`config.mk`:
```
export PLATFORM = sky130hd
export DESIGN_NAME = regfile_flat
export DESIGN_NICKNAME = d
export VERILOG_FILES = /design/src/rtl/regfile_if.sv /design/src/rtl/regfile.sv /design/src/flat_wrapper.sv
export SDC_FILE = /design/constraint.sdc
export NUM_CORES = 2
export LEC_CHECK = 0
export BUFFER_PORTS_ARGS = -buffer_cell sky130_fd_sc_hd__buf_2
export CAP_MARGIN = 20
export CORE_UTILIZATION = 39
export CTS_CLUSTER_DIAMETER = 80
export CTS_CLUSTER_SIZE = 40
export DETAILED_ROUTE_END_ITERATION = 16
export SLEW_MARGIN = 10
export SYNTH_ARGS = -nofsm -noshare
export SYNTH_HDL_FRONTEND = slang
export SYNTH_SLANG_ARGS = --single-unit
```
`constraint.sdc`:
```
create_clock -name clock -period 4.2 [get_ports clock]
set_clock_uncertainty 0.1 [all_clocks]
set_input_delay 0.84 -clock clock [delete_from_list [all_inputs] [get_ports clock]]
set_output_delay 0.84 -clock clock [all_outputs]
set_load 0.02 [all_outputs]
```
`src/rtl/regfile_if.sv`:
```
// Register-file access bus: one write-back port and two operand read ports.
//   master : pipeline side, drives write/read requests, receives read data
//   slave  : register file side
// Ports (all in this interface):
//   write_enable/write_addr/write_data  write-back request
//   readN_enable/readN_addr             operand N read request (N = 1, 2)
//   readN_data                          operand N value (combinational)
interface regfile_if #(
  parameter int DATA_WIDTH = 32,
  parameter int ADDR_WIDTH = 5
);
  logic                  write_enable;
  logic [ADDR_WIDTH-1:0] write_addr;
  logic [DATA_WIDTH-1:0] write_data;
  logic                  read1_enable;
  logic [ADDR_WIDTH-1:0] read1_addr;
  logic [DATA_WIDTH-1:0] read1_data;
  logic                  read2_enable;
  logic [ADDR_WIDTH-1:0] read2_addr;
  logic [DATA_WIDTH-1:0] read2_data;

  modport master (
    output write_enable, write_addr, write_data,
    output read1_enable, read1_addr, read2_enable, read2_addr,
    input  read1_data, read2_data
  );

  modport slave (
    input  write_enable, write_addr, write_data,
    input  read1_enable, read1_addr, read2_enable, read2_addr,
    output read1_data, read2_data
  );
endinterface

```
`src/rtl/regfile.sv`:
```
// Architectural register file, REG_COUNT x DATA_WIDTH, r0 hard-wired to zero.
// One synchronous write port, two combinational read ports with
// read-during-write bypass so a same-cycle consumer sees the new value.
// Ports:
//   clock  rising-edge clock
//   reset  synchronous active-high; clears storage, forces read data to 0
//   bus    regfile_if.slave (write port + two read ports)

// One read port: gating, r0 masking and write bypass.
module regfile_rd_port #(
  parameter int DATA_WIDTH = 32,
  parameter int ADDR_WIDTH = 5,
  parameter int REG_COUNT  = 32
) (
  input  logic                                 reset,
  input  logic                                 rd_en,
  input  logic [ADDR_WIDTH-1:0]                rd_addr,
  input  logic [REG_COUNT-1:0][DATA_WIDTH-1:0] regs,
  input  logic                                 wr_en,
  input  logic [ADDR_WIDTH-1:0]                wr_addr,
  input  logic [DATA_WIDTH-1:0]                wr_data,
  output logic [DATA_WIDTH-1:0]                rd_data
);
  always_comb begin
    rd_data = '0;
    // r0 is masked here as well as never written, so a bypass to r0 can't leak
    if (!reset && rd_en && (rd_addr != '0)) begin
      if (wr_en && (wr_addr == rd_addr))
        rd_data = wr_data;
      else
        rd_data = regs[rd_addr];
    end
  end
endmodule

module regfile #(
  parameter int DATA_WIDTH = 32,
  parameter int ADDR_WIDTH = 5,
  parameter int REG_COUNT  = 32
) (
  input logic      clock,
  input logic      reset,
  regfile_if.slave bus
);
  localparam int NUM_RD = 2;

  logic [REG_COUNT-1:0][DATA_WIDTH-1:0] regs;

  logic [NUM_RD-1:0]                 rd_en;
  logic [NUM_RD-1:0][ADDR_WIDTH-1:0] rd_addr;
  logic [NUM_RD-1:0][DATA_WIDTH-1:0] rd_data;

  // Reset wins over a coincident write.
  always_ff @(posedge clock) begin
    if (reset)
      regs <= '0;
    else if (bus.write_enable && (bus.write_addr != '0))
      regs[bus.write_addr] <= bus.write_data;
  end

  assign rd_en   = {bus.read2_enable, bus.read1_enable};
  assign rd_addr = {bus.read2_addr,   bus.read1_addr};

  for (genvar g = 0; g < NUM_RD; g++) begin : g_rd
    regfile_rd_port #(
      .DATA_WIDTH (DATA_WIDTH),
      .ADDR_WIDTH (ADDR_WIDTH),
      .REG_COUNT  (REG_COUNT)
    ) u_rd (
      .reset   (reset),
      .rd_en   (rd_en[g]),
      .rd_addr (rd_addr[g]),
      .regs    (regs),
      .wr_en   (bus.write_enable),
      .wr_addr (bus.write_addr),
      .wr_data (bus.write_data),
      .rd_data (rd_data[g])
    );
  end

  assign bus.read1_data = rd_data[0];
  assign bus.read2_data = rd_data[1];
endmodule
```
`src/flat_wrapper.sv`:
```
// flat-port wrapper written by rule: the top's interface ports become plain ports
module regfile_flat 
#(
  parameter int DATA_WIDTH = 32,
  parameter int ADDR_WIDTH = 5,
  parameter int REG_COUNT  = 32
)
  (clock, reset, bus_write_enable, bus_write_addr, bus_write_data, bus_read1_enable, bus_read1_addr, bus_read2_enable, bus_read2_addr, bus_read1_data, bus_read2_data);
  regfile_if #(.DATA_WIDTH(DATA_WIDTH), .ADDR_WIDTH(ADDR_WIDTH)) bus_i ();
  input logic clock;
  input logic reset;
  input wire logic [$bits(bus_i.write_enable)-1:0] bus_write_enable;
  input wire logic [$bits(bus_i.write_addr)-1:0] bus_write_addr;
  input wire logic [$bits(bus_i.write_data)-1:0] bus_write_data;
  input wire logic [$bits(bus_i.read1_enable)-1:0] bus_read1_enable;
  input wire logic [$bits(bus_i.read1_addr)-1:0] bus_read1_addr;
  input wire logic [$bits(bus_i.read2_enable)-1:0] bus_read2_enable;
  input wire logic [$bits(bus_i.read2_addr)-1:0] bus_read2_addr;
  output wire logic [$bits(bus_i.read1_data)-1:0] bus_read1_data;
  output wire logic [$bits(bus_i.read2_data)-1:0] bus_read2_data;
  assign bus_i.write_enable = bus_write_enable;
  assign bus_i.write_addr = bus_write_addr;
  assign bus_i.write_data = bus_write_data;
  assign bus_i.read1_enable = bus_read1_enable;
  assign bus_i.read1_addr = bus_read1_addr;
  assign bus_i.read2_enable = bus_read2_enable;
  assign bus_i.read2_addr = bus_read2_addr;
  assign bus_read1_data = bus_i.read1_data;
  assign bus_read2_data = bus_i.read2_data;
  regfile #(.DATA_WIDTH(DATA_WIDTH), .ADDR_WIDTH(ADDR_WIDTH), .REG_COUNT(REG_COUNT)) u_core (.clock(clock), .reset(reset), .bus(bus_i));
endmodule
```
Word-level counts from Yosys, hierarchy flattened
Index checks and enable logic that the tools add are counted.
W data, S select, Z words.
{ "op_classes": {"n_eq_ne": 2, "magnitude_cmp": 4, "n_mux": 11, "n_reduce_logical": 12} }
{ "ops": {"columns": ["op", "n"], "rows": [
  ["$bwmux W1024", 1],
  ["$bmux W32 S5", 2],
  ["$mux W32", 7],
  ["$demux W32 S5", 1],
  ["$lt A5 B6 Y1 const B", 3],
  ["$reduce_bool A5 Y1", 3],
  ["$eq A5 B5 Y1", 2],
  ["$logic_and A1 B1 Y1", 8],
  ["$ge A5 B1 Y1 const B", 1],
  ["$logic_not A1 Y1", 1]
]} }
{ "word_totals": {"elab_cells": 61, "out_inout_bits": 64, "input_bits": 52, "regBits": 1024} }

Depth between registers and ports, before layout
{ "depth": {"depth_word": 5, "depth_mapped": 9, "ltp_nobuf": 5} }

By module
A second synthesis with hierarchy kept.
{ "hier_totals": {"hier_cells": 5048, "hier_area_um2": 56259.0} }
{ "by_module_without_submodules": {"columns": ["module", "cells_each", "n_inst", "area_per_inst_um2", "seq_area_each_um2"], "rows": [
  ["regfile", 3432, 1, 39014.9, 20499.7],
  ["regfile_rd_port", 808, 2, 8622.0, 0.0]
]} }

Worst setup path before layout
OpenSTA, ideal clock, no wires.
{ "synth_path": {"path_kind": "input to output", "start": "input bus_read2_addr[4]", "end": "output bus_read2_data[12]", "path_slack_ps": 670, "t_arrival_ps": 2590, "cell_stages": 6, "t_required_ps": 3260, "n_path_buf": 2, "cell_sequence": "clkbuf_1 xnor2_1 nand4_1 or4b_1 clkbuf_1 o21ai_0"} }
{ "synth_between": {"elab_chain_len": 4, "elab_cells_between_ends": 8, "cone_classes": "1 x eq/ne; 4 x mux; 3 x reduce/logical"} }
{ "synth_rtl": {"columns": ["item", "line", "text"], "rows": [
  ["start, declared", "flat_wrapper.sv:18", "input wire logic [$bits(bus_i.read2_addr)-1:0] bus_read2_addr;"],
  ["$bmux W32 S5 / $eq A5 B5 Y1 (equally long branches)", "regfile.sv:31, regfile.sv:28", null],
  ["$mux W32 (implied by the code) / $logic_and A1 B1 Y1 (equally long branches)", "regfile.sv:31, regfile.sv:28", null],
  ["$mux W32", "regfile.sv:28", "if (wr_en && (wr_addr == rd_addr))"],
  ["$mux W32 *", "regfile.sv:27", "if (!reset && rd_en && (rd_addr != '0)) begin"],
  ["end, declared", "flat_wrapper.sv:20", "output wire logic [$bits(bus_i.read2_data)-1:0] bus_read2_data;"]
]} }
Mark *: on every way between the ends. The rest lies on a longest branch, timed or not. The select of a mux whose other input is x is not followed.

Worst setup path in the final report
{ "layout_path": {"start": "input bus_read1_addr[0]", "end": "output bus_read1_data[20]"} }
{ "layout_between": {"elab_chain_len": 4, "elab_cells_between_ends": 8, "cone_classes": "1 x eq/ne; 4 x mux; 3 x reduce/logical"} }
{ "layout_rtl": {"columns": ["item", "line", "text"], "rows": [
  ["start, declared", "flat_wrapper.sv:16", "input wire logic [$bits(bus_i.read1_addr)-1:0] bus_read1_addr;"],
  ["$bmux W32 S5 / $eq A5 B5 Y1 (equally long branches)", "regfile.sv:31, regfile.sv:28", null],
  ["$mux W32 (implied by the code) / $logic_and A1 B1 Y1 (equally long branches)", "regfile.sv:31, regfile.sv:28", null],
  ["$mux W32", "regfile.sv:28", null],
  ["$mux W32 *", "regfile.sv:27", null],
  ["end, declared", "flat_wrapper.sv:19", "output wire logic [$bits(bus_i.read1_data)-1:0] bus_read1_data;"]
]} }
Marked as above.

==> results.md <==
- Hold Startpoint: bus_write_data[25]
- Max FFs per register: 1024
- Post-synth EDFFs: 0
- Unrepaired setup endpoints after global routing: no
- I/O Buffers: 115
- Vias in the first global route: 45400
- Register bit total from synthesis: 1024
- Seq/Total Area, Yosys: 38.9%
- Synth area leaders: dfxtp_1 (39%), mux4_2 (15%), nand2_1 (15%), a21oi_1 (9.9%), mux2i_1 (3.5%)
- Die height: 369 um
- Clock Path Buffers: 3
- Delay-heaviest family, CP: compound AO/OA/AOI/OAI gates
- Slowest stage delay, CP: 0.73 ns
- Post-synth top flop: dfxtp_1
- Pin count of the biggest net entering global routing: 210
- Nature of the critical path startpoint: input pin
- First-pass GRT wire length: 317 mm
- Share of cells above drive strength 1: 18.6%
- Clock root buffer: clkbuf_16
- Layout net count: 6107
- Final Setup Violations: 2
- CP Launch Point: bus_read1_addr[0]
- Register Area: 0.0205 mm^2
- Avg Cell Area, Syn: 8.45 um^2
- RR Startpoint: u_core.regs[151]
- Leak pwr: 19.3 nW
- # fillers: 13100
- Ys Warns: 0
- HPWL Detailed: 138 mm
- Synth cell types: 48
- Cell taking the most area after synthesis: dfxtp_1
- Critical-path cell list: buf_8, buf_4, nor2b_4, buf_12, a22oi_1, a21oi_1, a211oi_1, a22o_1, buf_2
- DR iter-0 viols: 8184
- Avg WL per Cell: 28.0 um
- Placer congestion estimate: 0.965
- Fin crit share: 101%
- Hold path cells: 3
- Hold Path End: u_core.regs[537]
- Pwr Total: 18.5 mW
- Chip Width: 369 um
- Cts hold-fix bufs: 0
- Syn Inst Count: 6229
- Synth top area share: 38.9%
- Row Count: 134
- Total GRT Usage: 31.3%
- Drt pass-1 iters: 12
- Die area: 0.137 mm^2
- Max transition margin: 15.1%
- Max VDD drop: 0.000288 V
- CP Max Fanout: 24
- Crit. End Element: output port
- Core area: 0.134 mm^2
- CTS HTree Levels: 2
- Hold Vio Cnt, Final: 0
- Syn Nets: 6281
- PwrDens: 319 mW/mm^2
- CTS sink cnt: 1024
- Largest Register: u_core.regs
- Post-route DRC: 14
- Number of antenna violations at the first check in global routing: 18
- Max-cap violations: 0
- Post-layout min period: 4.23 ns
- Post CTS Setup Buffer Count: 0
- CTS clk-pin slew, worst paths: 0.12 ns
- Cell depth of the worst flop-to-flop path: 2
- Worst path required time: 3.26 ns
- CTS Buf Count: 45
- Total number of vias: 49400
- Failing checks: DRC, setup timing
- Setup WS post-layout: -0.0264 ns
- Worst reg-to-reg setup slack: 3.34 ns
- Vias/cell: 6.28
- Final Core Density: 43.5%
- Actual slew at the worst max-slew pin: 1.27 ns
- Reg-to-reg endpoint: u_core.regs[151]
- Max Slew Vio Count: 0
- Initial Util: 39.4%
- Largest registers: u_core.regs: 1024 flops
- Slowest CP cell: a211oi_1
- Status: complete, but fails checks
- Buffers plus inverters on the worst setup path: 4
- Clk_lat worst skew: 0.71 ns
- Gr ovfl total: 0
- IO Pins: 116
- WP data arrival: 3.29 ns
- CTS tree: yes
- Crit path kind: input pin to output port
- Area occupied by multi-input gates: 0.0296 mm^2
- Synth async-reset ratio: 0%
- Antenna viol nets, final: 0
- FMAX: 0.237 GHz
- Final WL: 220 mm
- Area added between synthesis and finish: 10.4%
- HP Class: input pin to register
- Post-synthesis cell area: 0.0527 mm^2
metal layers:
metal	track usage (%)	share of wire, %	vias up
met5	0	0.064	-
met4	12.3	4.4	22
met3	9.72	15	583
met2	44.4	41	3456
met1	43.7	39	24100
li1	-	-	21200
layout make-up:
type	instances	share of cell area (%)
multi-input cells	4502	50.9
flip-flops and latches	1024	35.2
repair buffers	449	6.65
well taps	1768	3.80
clock buffers	47	2.02
clock inverters	36	1.17
inverters	33	0.213
diodes	4	0.0172
logic make-up (layout without fill, tap and decap cells):
logic type | Yosys count | in the layout | share of synthesized area, %
AND/OR/NAND/NOR | 2355 | 2355 | 17.6
AO/OA/AOI/OAI | 1440 | 1440 | 15.5
flip-flops | 1024 | 1024 | 38.9
buffers and inverters | 703 | 565 | 5.68
multiplexers | 697 | 697 | 22.1
XOR/XNOR | 10 | 10 | 0.166
other | 0 | 4 | 0
metrics by stage:
step	setup TNS (ns)	setup slack, ns	hold slack, ns	instances	area (um^2)
floorplan	0	0.670	0.342	6229	52700
global placement	-0.525	-0.234	0.349	7776	56200
detailed placement	-0.531	-0.204	0.357	7776	56200
CTS	0	0.0121	0.306	7859	58100
global route	0	0.0110	0.353	7860	58200
finish	-0.0456	-0.0264	0.329	7863	58200
cells in the mapped netlist, drive strengths merged (28+ instances only):
library cell	instances
mux4	357
nand2	2113
clkbuf	468
nand3	34
a22o	33
mux2	155
a211oi	53
dfxtp	1024
a221oi	39
nor2	53
inv	33
o22ai	68
nor2b	81
o21ai	46
a21oi	1037
mux2i	185
a22oi	93
nor3	28
buf	202
worst max path at each step:
stage | endpoint | slack [ns] | depth (start not counted)
4_1_cts | bus_read2_data[5] | 0.01 | 11
6_report | bus_read1_data[20] | -0.03 | 9
2_1_floorplan | bus_read2_data[12] | 0.67 | 6
3_5_place_dp | bus_read2_data[0] | -0.20 | 7
3_3_place_gp | bus_read2_data[0] | -0.23 | 7
5_1_grt | bus_read1_data[2] | 0.01 | 8
worst min-delay path: stages:
cell and delay (ns):
buf_2 0.13, nand2_1 0.06, a21oi_1 0.05
cell usage in the layout (no fill, tap or decap), drive strengths merged, types with 68 or more instances in the layout:
cell type	count
a22oi	93
mux4	357
nor2b	81
nand2	2113
buf	449
mux2i	185
a21oi	1037
mux2	155
dfxtp	1024
o22ai	68
repair_timing:
action | in CTS | in global routing
gates resized for setup | 4 | 8
gates cloned | 0 | 0
setup endpoints to repair | 4 | 8
power breakdown:
part	internal [mW]	total, mW	leakage (nW)	switching (mW)
clock network	2.40	6.50	0.873	4.09
registers	9.78	9.83	8.25	0.0527
logic	0.678	2.20	10.2	1.53
total	12.9	18.5	19.3	5.67
(Power assumes the default switching activity.)
